[src/rtl/axi_cxl_sync_fifo.sv]
// Small synchronous FIFO with registered occupancy; head is the oldest entry.
module axi_cxl_sync_fifo #(
    parameter int WIDTH = 8,
    parameter int DEPTH = 4
) (
    input  logic             clk,
    input  logic             rst_n,
    input  logic             push,
    input  logic [WIDTH-1:0] din,
    input  logic             pop,
    output logic             full,
    output logic             empty,
    output logic [WIDTH-1:0] head
);

    localparam int PTR_W = $clog2(DEPTH);

    logic [WIDTH-1:0] slots [DEPTH];
    logic [PTR_W-1:0] wr_ptr;
    logic [PTR_W-1:0] rd_ptr;
    logic [PTR_W:0]   count;
    logic             do_push;
    logic             do_pop;

    // Fullness comes from the registered count, so a pop frees a slot only
    // on the following cycle.
    assign full    = (count == (PTR_W+1)'(DEPTH));
    assign empty   = (count == '0);
    assign do_push = push && !full;
    assign do_pop  = pop && !empty;
    assign head    = slots[rd_ptr];

    always_ff @(posedge clk) begin
        if (!rst_n) begin
            wr_ptr <= '0;
            rd_ptr <= '0;
            count  <= '0;
        end else begin
            if (do_push) begin
                wr_ptr <= wr_ptr + 1'b1;
            end
            if (do_pop) begin
                rd_ptr <= rd_ptr + 1'b1;
            end
            if (do_push && !do_pop) begin
                count <= count + 1'b1;
            end else if (do_pop && !do_push) begin
                count <= count - 1'b1;
            end
        end
    end

    always_ff @(posedge clk) begin
        if (do_push) begin
            slots[wr_ptr] <= din;
        end
    end

endmodule

[config.mk]
export PLATFORM = sky130hd
export DESIGN_NAME = axi_cxl_sync_fifo
export DESIGN_NICKNAME = d
export VERILOG_FILES = /design/src/rtl/axi_cxl_sync_fifo.sv
export SDC_FILE = /design/constraint.sdc
export NUM_CORES = 1
export LEC_CHECK = 0
export BUFFER_PORTS_ARGS = -buffer_cell sky130_fd_sc_hd__buf_4
export CAP_MARGIN = 0
export CORE_MARGIN = 2
export CORE_UTILIZATION = 45
export DETAILED_ROUTE_END_ITERATION = 16
export GPL_TIMING_DRIVEN = 0
export PLACE_DENSITY = 0.65
export SYNTH_ARGS = -nofsm -noshare
export SYNTH_HDL_FRONTEND = slang
export SYNTH_SLANG_ARGS = --single-unit
[constraint.sdc]
create_clock -name clk -period 5.1 [get_ports clk]
set_input_delay 0.51 -clock clk [delete_from_list [all_inputs] [get_ports clk]]
set_output_delay 0.51 -clock clk [all_outputs]
set_load 0.01 [all_outputs]
* After elaboration in Yosys (flattened, before gate mapping)
Memory sizes are Yosys's and may differ from the RTL's. A register that Yosys moved wholly into a read port is not among the register bits.
Index checks and enable logic that the tools add are counted.
** Operators by class
- Add/sub/neg operators :: 4
- Equal/unequal tests :: 1
- Mux-type cells :: 6
- Reduce and logical (&&, ||, !) cells :: 10
** Operators with widths (number)
- $mux 3 :: 2
- $add 2x1->2 const B :: 2
- $logic_and 1x1->1 :: 4
- $logic_not 1->1 :: 4
- $mux 2 :: 2
- $add 3x1->3 const B :: 1
- $eq 3x3->1 const B :: 1
- $logic_not 3->1 :: 1
- $sub 3x1->3 const B :: 1
- $mux 1 :: 2
- $reduce_bool 2->1 :: 1
** Word-level totals
- Bits in registers :: 7
- Memory bits (writable) :: 32
- Bits of input ports :: 12
- Output and inout port bits :: 10
- Logic and storage cells :: 25
- Memories :: 1
** Memory list
- slots :: words 4, bits a word 8, rd ports 1, clocked after memory_dff 1, write ports 1, line 18 : logic [WIDTH-1:0] slots [DEPTH];

* Depth between registers and ports, before layout
Gate-level depths: netlist of run 1.
- Depth after elaboration :: 7
- Mapped depth :: 9
- Depth with buffers taken out :: 8

* Worst setup path after synthesis of run 1
No wires, ideal clock.
- Path kind :: reg2reg
- Start :: register count[0]
- End :: register count[2]
- Library setup time :: 0.070 ns
- Data arrival time :: 1.966 ns
- Data required time :: 5.030 ns
- Setup slack :: 3.064 ns
- Stages on the path, launching flop included :: 10
- Period minus slack after synthesis :: 2.036 ns
- Cell sequence :: dfxtp_1 nor3b_2 nor2b_1 buf_6 ha_1 inv_1 fa_1 xor2_1 or3_1 a21boi_1
** On the way
- Cells in the longest elaborated chain, start to end :: 6
- Elaborated cells on any way between the ends :: 15
** RTL lines
- start: declaration :: line 21 : logic [PTR_W:0] count;
- start signal: assignment :: line 46 : count <= count + 1'b1;
- start signal: assignment :: line 48 : count <= count - 1'b1;
- $eq 3x3->1 * :: line 27 : assign full = (count == (PTR_W+1)'(DEPTH));
- net full :: line 11 : output logic full,
- $logic_not 1->1 * :: line 29 : assign do_push = push && !full;
- $logic_and 1x1->1 * :: line 29
- net do_push :: line 22 : logic do_push;
- $logic_not 1->1 :: line 47 : end else if (do_pop && !do_push) begin
- $logic_and 1x1->1 :: line 47
- $reduce_bool 2->1 (no line)
Mark *: on every way through the listed nets, which the timed path passes. The rest lies on a longest branch. The select of a mux whose other input is x is not followed.
A chain may end at the register's enable or synchronous reset.

* Worst setup path in the final report of run 1
- Start :: register count[0]
- End :: register count[2]
** On the way
- Cells in the longest elaborated chain, start to end :: 6
- Elaborated cells on any way between the ends :: 15
** RTL lines (line)
- $eq 3x3->1 * :: 27
- $logic_not 1->1 * :: 29
- $logic_and 1x1->1 * :: 29
- net do_push :: 22
- $logic_not 1->1 :: 47
- $logic_and 1x1->1 :: 47
- $reduce_bool 2->1 (no line)
Marks and branches as above.

==> metrics.md, run 1 <==
| Metric | Value |
|---|---|
| Pins over their slew limit | `0` |
| Sequential share of power | `0.484` |
| Final Hold Viols | `0` |
| Hold Slack | `0.359 ns` |
| Cell taking the most area after synthesis | `edfxtp_1` |
| Via-to-Cell Ratio | `4.82` |
| Sw Share | `0.270` |
| Total GRT Usage | `0.127` |
| Clk slew on worst S/H paths | `0.12 ns` |
| Initial Util | `0.480` |
| Max rail drop VDD | `0.000206 V` |
| Post-CTS resize count | `0` |
| Clock sink total | `41` |
| CP peak stage delay | `0.51 ns` |
| Drt pass-1 iters | `4` |
| Lkg Pwr | `0.691 nW` |
| Sequential share of the synthesized area | `0.696` |
| Final Routed Wirelength | `2260 um` |
| Post-route ant nets | `0` |
| Clk pwr share | `0.221` |
| Via count | `790` |
| Combinational Power Share | `0.294` |
| Synth Instances | `90` |
| Critical path, cell by cell | `nor3b_2, nor2b_1, buf_6, ha_1, inv_1, fa_1, xor2_1, or3_1, a21boi_1` |
| Max_cap viols | `0` |
| Die area | `0.00414 mm2` |
| CTS tree | `yes` |
| Total negative setup slack | `0 ns` |
| Mapped Nets | `108` |
| DP Cell Count | `156` |
| Die Ht | `64.4 um` |
| H-tree depth | `2` |
| FF+latch count, synth | `41` |
| FP Rows | `21` |
| WS Path Type | `reg2reg` |
| Min Clock Period, post-route | `2.14 ns` |
| PD cells | `470 mW/mm2` |
| NetSw | `244 uW` |
| Delay-heaviest family, CP | `adder cells` |
| Largest net degree at the start of global routing | `14` |
| Worst path arrival time | `2.42 ns` |
| Core area | `0.00342 mm2` |
| Fin nets | `135` |
| Skew final | `0.0105 ns` |
| Share of layout cells above drive strength 1 | `0.331` |
| Mapped Area | `0.00164 mm2` |
| Register area | `0.00114 mm2` |
| DR iter-0 viols | `27` |
| Area contributors post-synth | `edfxtp_1, dfxtp_1, mux4_2` |
| Non-Filler Instances | `164` |
| Global-route wire length before repair | `3750 um` |
| Yosys cell types | `23` |
| RSZ-0062 raised after global routing | `no` |
| Area added between synthesis and finish | `17.5%` |
| DRC | `0` |
| IO Pins | `22` |
| Outcome | `finished clean` |
| CTS Buf Count | `5` |
| Worst-Margin Slew | `0.468 ns` |
| Hpwl dp | `1590 um` |
| Clock Latency Late Sink | `0.34 ns` |
| # Post-CTS Setup Buffers | `0` |
| Routability cong. | `0.700` |
| Initial antenna violation count | `0` |
| Post-synthesis average cell area | `18.2 um2` |
| Number of global-route vias before repair | `796` |
| FMAX | `466 MHz` |
| Period utilisation layout | `0.420` |
| Area of the multi-input gates | `463 um2` |
| Slowest-stage cell, CP | `dfxtp_1` |
| Worst-path fanout max | `7` |
| Crit end category | `flip-flop` |
| Port Buf Inserts | `20` |
| Layout fillers | `301` |
| N_diodes | `0` |
| DR WL/cell | `13.8 um` |
| Yosys top cell area share | `0.586` |
| Worst Hold Class | `in2reg` |
| CTS Hold Bufs | `0` |
| DIE WIDTH | `64.4 um` |
| Clk buf depth | `2` |
| Final Setup Violations | `0` |
| Headroom to the max-slew limit | `0.688` |
| Root Driver | `clkbuf_4` |
| GR Overflow Total | `0` |
| Startpoint types | `flip-flop` |
| WP data required | `5.37 ns` |
| Critical path buffers and inverters | `2` |
| Ys Warns | `0` |
| Cell-internal power | `661 uW` |
==> metrics by stage <==
| stage | power [mW] | util | area [um2] | worst slack (ns) |
|---|---|---|---|---|
| after detailed placement | 0.720 | 0.541 | 1850 | 2.94 |
| after CTS | 0.919 | 0.564 | 1930 | 2.92 |
| after global routing | 0.962 | 0.564 | 1930 | 2.79 |
| after global placement | 0.714 | 0.541 | 1850 | 2.97 |
| final | 0.905 | 0.564 | 1930 | 2.96 |
| after floorplan | 0.623 | - | 1640 | 3.06 |
==> power by group through the flow <==
stage / registers, mW / logic, mW / clock network [mW]
final: 0.438 / 0.266 / 0.200
after global routing: 0.446 / 0.297 / 0.219
after CTS: 0.440 / 0.274 / 0.206
after detailed placement: 0.447 / 0.273 / 0
after global placement: 0.444 / 0.270 / 0
after floorplan: 0.440 / 0.183 / 0
==> sequential cells by signal, indices dropped and copies added (netlist names), named ones only <==
name and count:
rd_ptr 2, count 3, slots 32, wr_ptr 2
==> placed cells by master, fill, tap and decap left out, drive strengths merged <==
master,instances
nor3b,1
o31ai,1
nor2b,2
nor3,1
ha,5
nand2,4
clkinv,1
clkinvlp,1
xor2,1
a21boi,1
or3,1
inv,3
dfxtp,9
xnor2,3
buf,23
o311ai,1
edfxtp,32
mux2i,3
clkbuf,6
mux4,8
o21ai,1
and2,8
fa,1
bufinv,1
==> area by class of cell <==
class                           instances  area share
Timing Repair Buffer                   20      0.0780
Multi-Input combinational cell         42       0.240
Clock inverter                          3      0.0214
Buffer                                  4      0.0123
Clock buffer                            5      0.0195
Tap cell                               46      0.0299
Inverter                                3     0.00585
Sequential cell                        41       0.593
==> layer usage <==
metal | vias up | wire length (um) | GRT usage
met1 | 377 | 943 | 0.130
met4 | 0 | 15 | 0.0559
li1 | 392 | - | -
met3 | 2 | 118 | 0.0440
met2 | 19 | 1180 | 0.230
met5 | - | 0 | 0
==> worst paths after layout <==
path         startpoint          end  slack (ns)  depth (start not counted)
max            count[0]     count[2]        2.96                          9
min              din[6]  slots[0][6]        0.36                          1
max reg2reg    count[0]     count[2]        2.96                          9
min reg2reg   wr_ptr[0]    wr_ptr[0]        0.51                          2
==> synth_stat cells (all sizes together) <==
library cell	number
edfxtp	32
dfxtp	9
and2	8
mux4	8
ha	5
nand2	4
buf	3
inv	3
mux2i	3
xnor2	3
nor2b	2
a21boi	1
clkbuf	1
fa	1
nor3	1
nor3b	1
o21ai	1
o311ai	1
o31ai	1
or3	1
xor2	1
==> logic make-up (layout without fill, tap and decap cells) <==
kind of cell    count (synthesis)  count (layout)  synth area share
compound gates                  4               4            0.0206
xor+xnor                        4               4            0.0214
fa+ha+maj                       6               6            0.0504
buf+inv                         7              35            0.0214
flops                          41              41             0.696
mux                            11              11             0.128
simple gates                   17              17            0.0618
No activity file was read; power rests on OpenSTA's default activity.
==> run 2, diff against run 1 <==
--- a/config.mk
+++ b/config.mk
@@ -11,7 +11,7 @@
 export CORE_UTILIZATION = 45
 export DETAILED_ROUTE_END_ITERATION = 16
 export GPL_TIMING_DRIVEN = 0
-export PLACE_DENSITY = 0.65
+export PLACE_DENSITY = 0.67
 export SYNTH_ARGS = -nofsm -noshare
 export SYNTH_HDL_FRONTEND = slang
 export SYNTH_SLANG_ARGS = --single-unit
==> constraint.sdc (replaced) <==
create_clock -name clk -period 1.9 [get_ports clk]
set_input_delay 0.19 -clock clk [delete_from_list [all_inputs] [get_ports clk]]
set_output_delay 0.19 -clock clk [all_outputs]
set_load 0.01 [all_outputs]
==> metrics.md, run 2 (synthesized netlist as in run 1, its figures left out) <==
| Metric | Value |
|---|---|
| Clock sink total | `41 (unchanged)` |
| Max_cap viols | `0 (unchanged)` |
| Initial antenna violation count | `0 (unchanged)` |
| Worst-path fanout max | `6 (-1)` |
| CP peak stage delay | `0.38 ns (-0.13 ns)` |
| DIE WIDTH | `64.4 um (unchanged)` |
| FF-to-FF End | `count[2]` |
| Violated checks | `negative setup slack` |
| Crit path depth | `9 (unchanged)` |
| Skew final | `0.00980 ns (-0.000653 ns)` |
| WP data required | `2.16 ns (-3.21 ns)` |
| Root Driver | `clkbuf_4` |
| Crit end category | `flip-flop` |
| Final Routed Wirelength | `2550 um (+13%)` |
| Final Hold Viols | `0 (unchanged)` |
| Max reg flops | `32 (unchanged)` |
| Total GRT Usage | `0.145 (+0.0180)` |
| Share of layout cells above drive strength 1 | `0.381 (+0.0508)` |
| CTS Hold Bufs | `0 (unchanged)` |
| CTS Buf Count | `5 (unchanged)` |
| Lkg Pwr | `0.690 nW (-0.15%)` |
| PD cells | `1240 mW/mm2 (+160%)` |
| Die area | `0.00414 mm2 (unchanged)` |
| GR Overflow Total | `0 (unchanged)` |
| Headroom to the max-slew limit | `0.697 (+0.00926)` |
| FP Rows | `21 (unchanged)` |
| Final setup margin | `-0.0401 ns (-3.00 ns)` |
| Period utilisation layout | `1.02 (+0.601)` |
| Most common cell after layout, fill and taps aside | `edfxtp_1` |
| Reg2reg setup slack | `-0.04 ns (-3.00 ns)` |
| Global-route wire length before repair | `4220 um (+13%)` |
| Critical Path Sink | `count[2]` |
| Place WS | `-0.141 ns (-3.08 ns)` |
| Die Ht | `64.4 um (unchanged)` |
| WS Path Type | `reg2reg` |
| Final instance area | `0.00195 mm2 (+1.4%)` |
| Largest net degree at the start of global routing | `13 (-1)` |
| Delay-heaviest family, CP | `simple AND/OR/NAND/NOR gates` |
| Worst Hold Class | `in2reg` |
| FMAX | `515 MHz (+11%)` |
| Total power | `2.42 mW (+170%)` |
| Port Buf Inserts | `20 (unchanged)` |
| DR WL/cell | `15.6 um (+13%)` |
| Clock Latency Late Sink | `0.34 ns (about the same)` |
| Min Clock Period, post-route | `1.94 ns (-0.204 ns)` |
| Drt pass-1 iters | `4 (unchanged)` |
| Fin nets | `135 (unchanged)` |
| Critical path buffers and inverters | `2 (unchanged)` |
| Reg with most FFs | `slots` |
| Initial Util | `0.480 (unchanged)` |
| Hold path start | `din[4]` |
| N_diodes | `0 (unchanged)` |
| Number of global-route vias before repair | `911 (+14%)` |
| Number of cells on the worst hold path | `1 (unchanged)` |
| Startpoint types | `flip-flop` |
| Worst r2r src | `count[2]` |
| Largest regs | `slots: 32 flops, count: 3 flops` |
| Clk buf depth | `2 (unchanged)` |
| Critical path, cell by cell | `nor3b_4, nor2b_1, buf_6, ha_4, inv_2, fa_2, xor2_1, or3_1, a21boi_1` |
| Pins over their slew limit | `0 (unchanged)` |
| Routability cong. | `0.653 (-6.7%)` |
| R2R depth | `9 (unchanged)` |
| CTS tree | `yes` |
| H-tree depth | `2 (unchanged)` |
| Area added between synthesis and finish | `19.2%` |
| Placed cell area | `0.00187 mm2 (+1.4%)` |
| Worst-Margin Slew | `0.454 ns (-0.0139 ns)` |
| Post-route ant nets | `0 (unchanged)` |
| Post-layout util | `0.572 (+0.00806)` |
| Max rail drop VDD | `0.000603 V (+190%)` |
| DR iter-0 viols | `30 (+11%)` |
| Outcome | `finished with violations` |
| Clk slew on worst S/H paths | `0.11 ns (about the same)` |
| Worst path arrival time | `2.20 ns (-0.22 ns)` |
| Via-to-Cell Ratio | `5.13 (+6.6%)` |
| Core area | `0.00342 mm2 (unchanged)` |
| Most frequent cells in the layout | `edfxtp_1, buf_4, mux4_2, and2_1` |
| IO Pins | `22 (unchanged)` |
| Slowest-stage cell, CP | `dfxtp_4` |
| RSZ-0062 raised after global routing | `yes` |
| DRC | `0 (unchanged)` |
| Final Setup Violations | `1 (+1)` |
| Via count | `842 (+6.6%)` |
| Worst Setup SP | `count[2]` |
[run 2: worst reg2reg max path, delay by kind of cell (launching register included)]
family	cells	cell delay (ns)
xor gates and xnor gates	1	0.15
DFF	1	0.38
adders and majority gates	2	0.45
and+or+nand+nor	3	0.59
buffers and inverters	2	0.17
AOI/OAI and AO/OA	1	0.13
[run 2: metrics by stage]
step	instances	setup TNS [ns]	hold slack, ns
3_3_place_gp	156	-0.0339	0.390
6_report	164	-0.0401	0.0428
4_1_cts	165	-0.0488	0.0316
3_5_place_dp	156	-0.141	0.396
5_1_grt	164	-0.158	0.0115
2_1_floorplan	90	0	0.289
[run 2: how the worst min path moves through the flow]
stage / to / slack [ns]
5_1_grt: slots[1][4] / 0.01
6_report: slots[1][4] / 0.04
3_5_place_dp: slots[1][2] / 0.40
4_1_cts: slots[0][5] / 0.03
3_3_place_gp: slots[1][0] / 0.39
2_1_floorplan: slots[0][0] / 0.29
[run 2: timing repair]
item                                    4_1_cts  5_1_grt
buffers inserted                              1        0
resized for setup                             4        2
pin swaps                                     1        0
endpoints found under the setup margin        1        9
[run 2: report_power, final]
part / leakage [nW] / total, mW / internal, mW / switching (mW)
clock network: 0.0326 / 0.435 / 0.183 / 0.253
registers: 0.369 / 1.22 / 1.11 / 0.104
logic: 0.288 / 0.762 / 0.439 / 0.323
[run 2: cell type report]
| class | instances | area [um2] |
|---|---|---|
| plain buffers | 3 | 22.5 |
| clock buffers | 8 | 58.8 |
| fillers | 285 | 1460 |
| inverters | 3 | 11.3 |
| multi-input cells | 42 | 493 |
| flip-flops and latches | 41 | 1150 |
| well taps | 46 | 57.6 |
| repair buffers | 21 | 158 |
[run 2: layer usage]
metal | global-route usage | part of all wire
met1 | 0.155 | 0.41
met2 | 0.249 | 0.53
met3 | 0.0651 | 0.054
met4 | 0.0559 | 0.0031
met5 | 0 | 0
==> run 3, diff against run 2 <==
--- a/config.mk
+++ b/config.mk
@@ -11,6 +11,7 @@
 export CORE_UTILIZATION = 45
 export DETAILED_ROUTE_END_ITERATION = 16
 export GPL_TIMING_DRIVEN = 0
+export MAX_ROUTING_LAYER = met4
 export PLACE_DENSITY = 0.67
 export SYNTH_ARGS = -nofsm -noshare
 export SYNTH_HDL_FRONTEND = slang
==> metrics.md, run 3 (synthesized netlist as in run 1, its figures left out) <==
| Metric | Value |
|---|---|
| Outcome | `finished with violations` |
| Violated checks | `negative setup slack` |
| Min Clock Period, post-route | `1.93 ns (-0.00874 ns)` |
| Clk slew on worst S/H paths | `0.12 ns (about the same)` |
| H-tree depth | `2 (unchanged)` |
| Final Setup Violations | `1 (unchanged)` |
| Routing usage on met3 | `0.0599 (-0.00528)` |
| Max rail drop VDD | `0.000607 V (+0.76%)` |
| GR Util met1 | `0.154 (-0.00119)` |
| Clock sink total | `41 (unchanged)` |
| DRC | `0 (unchanged)` |
| DR iter-0 viols | `32 (+6.7%)` |
| DIE WIDTH | `64.4 um (unchanged)` |
| Die area | `0.00414 mm2 (unchanged)` |
| Routability cong. | `0.659 (+0.90%)` |
| Final setup margin | `-0.0314 ns (+0.00874 ns)` |
| Largest net degree at the start of global routing | `13 (unchanged)` |
| Share of layout cells above drive strength 1 | `0.381 (unchanged)` |
| Place WS | `-0.141 ns (unchanged)` |
| Initial Util | `0.480 (unchanged)` |
| FP Rows | `21 (unchanged)` |
| Non-Filler Instances | `164 (unchanged)` |
| Startpoint types | `flip-flop` |
| Worst-path fanout max | `6 (unchanged)` |
| Skew final | `0.0116 ns (+0.00175 ns)` |
| Via-to-Cell Ratio | `5.15 (+0.24%)` |
| GR Overflow Total | `0 (unchanged)` |
| Largest regs | `slots: 32 flops, count: 3 flops` |
| Headroom to the max-slew limit | `0.704 (+0.00649)` |
| WP data required | `2.16 ns (about the same)` |
| Pins over their slew limit | `0 (unchanged)` |
| Most frequent cells in the layout | `edfxtp_1, buf_4, mux4_2, and2_1` |
| Core area | `0.00342 mm2 (unchanged)` |
| CTS Buf Count | `5 (unchanged)` |
| Drt pass-1 iters | `4 (unchanged)` |
| RSZ-0062 raised after global routing | `yes` |
| Initial antenna violation count | `0 (unchanged)` |
| Post-layout util | `0.572 (unchanged)` |
| Via count | `844 (+0.24%)` |
| Clock Latency Late Sink | `0.34 ns (about the same)` |
| CTS tree | `yes` |
| Layout fillers | `285 (unchanged)` |
| Total GRT Usage | `0.147 (+0.00251)` |
| Most common cell after layout, fill and taps aside | `edfxtp_1` |
| Worst-Margin Slew | `0.445 ns (-0.00973 ns)` |
| Final Hold Viols | `0 (unchanged)` |
| Total negative setup slack | `-0.0314 ns (+0.00874 ns)` |
| Die Ht | `64.4 um (unchanged)` |
| Crit end category | `flip-flop` |
| FMAX | `518 MHz (+0.45%)` |
| N_diodes | `0 (unchanged)` |
| Area of the multi-input gates | `493 um2 (unchanged)` |
| Max_cap viols | `0 (unchanged)` |
| Register area | `0.00115 mm2 (unchanged)` |
| Fin nets | `135 (unchanged)` |
| Root Driver | `clkbuf_4` |
| Worst Hold Class | `in2reg` |
| PD cells | `1240 mW/mm2 (about the same)` |
| DP Cell Count | `156 (unchanged)` |
| Number of global-route vias before repair | `911 (unchanged)` |
| Area added between synthesis and finish | `19.2% (unchanged)` |
| IO Pins | `22 (unchanged)` |
| Final Routed Wirelength | `2540 um (-0.59%)` |
| Period utilisation layout | `1.02 (-0.00460)` |
| Reg with most FFs | `slots` |
| WS Path Type | `reg2reg` |
| Max reg flops | `32 (unchanged)` |
| DR WL/cell | `15.5 um (-0.59%)` |
| CTS Hold Bufs | `0 (unchanged)` |
| Post-route ant nets | `0 (unchanged)` |
| Worst path arrival time | `2.19 ns (about the same)` |
| Clk buf depth | `2 (unchanged)` |
| Lkg Pwr | `0.690 nW (unchanged)` |
| Port Buf Inserts | `20 (unchanged)` |
| M2 GR Usage | `0.249 (unchanged)` |
| Busiest grt layer | `met2` |
| Global-route wire length before repair | `4210 um (-0.31%)` |
-- run 3: cell counts in the layout (fill, tap and decap cells not counted) --
No cell type changed its count.
-- run 3: final timing paths --
| kind | start | endpoint | slack [ns] | depth (start not counted) |
|---|---|---|---|---|
| max reg2reg | count[2] | count[2] | -0.03 | 9 |
| max | count[2] | count[2] | -0.03 | 9 |
| min | din[4] | slots[1][4] | 0.04 | 1 |
| min reg2reg | wr_ptr[0] | wr_ptr[0] | 0.52 | 2 |
-- run 3: cell type report --
cell class / instances / share of cell area
Buffer: 3 / 0.0115
Sequential cell: 41 / 0.590
Tap cell: 46 / 0.0295
Multi-Input combinational cell: 42 / 0.252
Timing Repair Buffer: 21 / 0.0807
Inverter: 3 / 0.00577
Clock buffer: 8 / 0.0301
-- run 3: repair_timing --
item	4_1_cts	5_1_grt
setup buffers	1	0
gates resized for setup	4	2
pin swaps	1	0
endpoints found under the setup margin	1	9
-- run 3: worst max-delay path, cell delays in order, from the launching register on --
cell and delay [ns]:
dfxtp_4 0.38, nor3b_4 0.15, nor2b_1 0.13, buf_6 0.13, ha_4 0.13, inv_2 0.03, fa_2 0.32, xor2_1 0.15
or3_1 0.31, a21boi_1 0.13
-- run 3: metal layers --
layer | wire length (um) | vias up
met1 | 1030 | 427
met4 | 19 | 0
met5 | 0 | -
li1 | - | 393
met3 | 148 | 2
met2 | 1340 | 22
-- run 3: metrics by stage --
stage / total power [mW] / cell area [um2] / hold WS (ns)
after floorplan: 1.71 / 1660 / 0.289
after global placement: 1.95 / 1870 / 0.390
after detailed placement: 1.99 / 1870 / 0.396
after CTS: 2.45 / 1950 / 0.0316
after global routing: 2.58 / 1950 / 0.0161
final: 2.41 / 1950 / 0.0449
-- run 3: power breakdown --
| part | internal [mW] | switching, mW | total (mW) |
|---|---|---|---|
| sequential | 1.11 | 0.103 | 1.22 |
| clock | 0.183 | 0.255 | 0.437 |
| combinational | 0.438 | 0.321 | 0.759 |
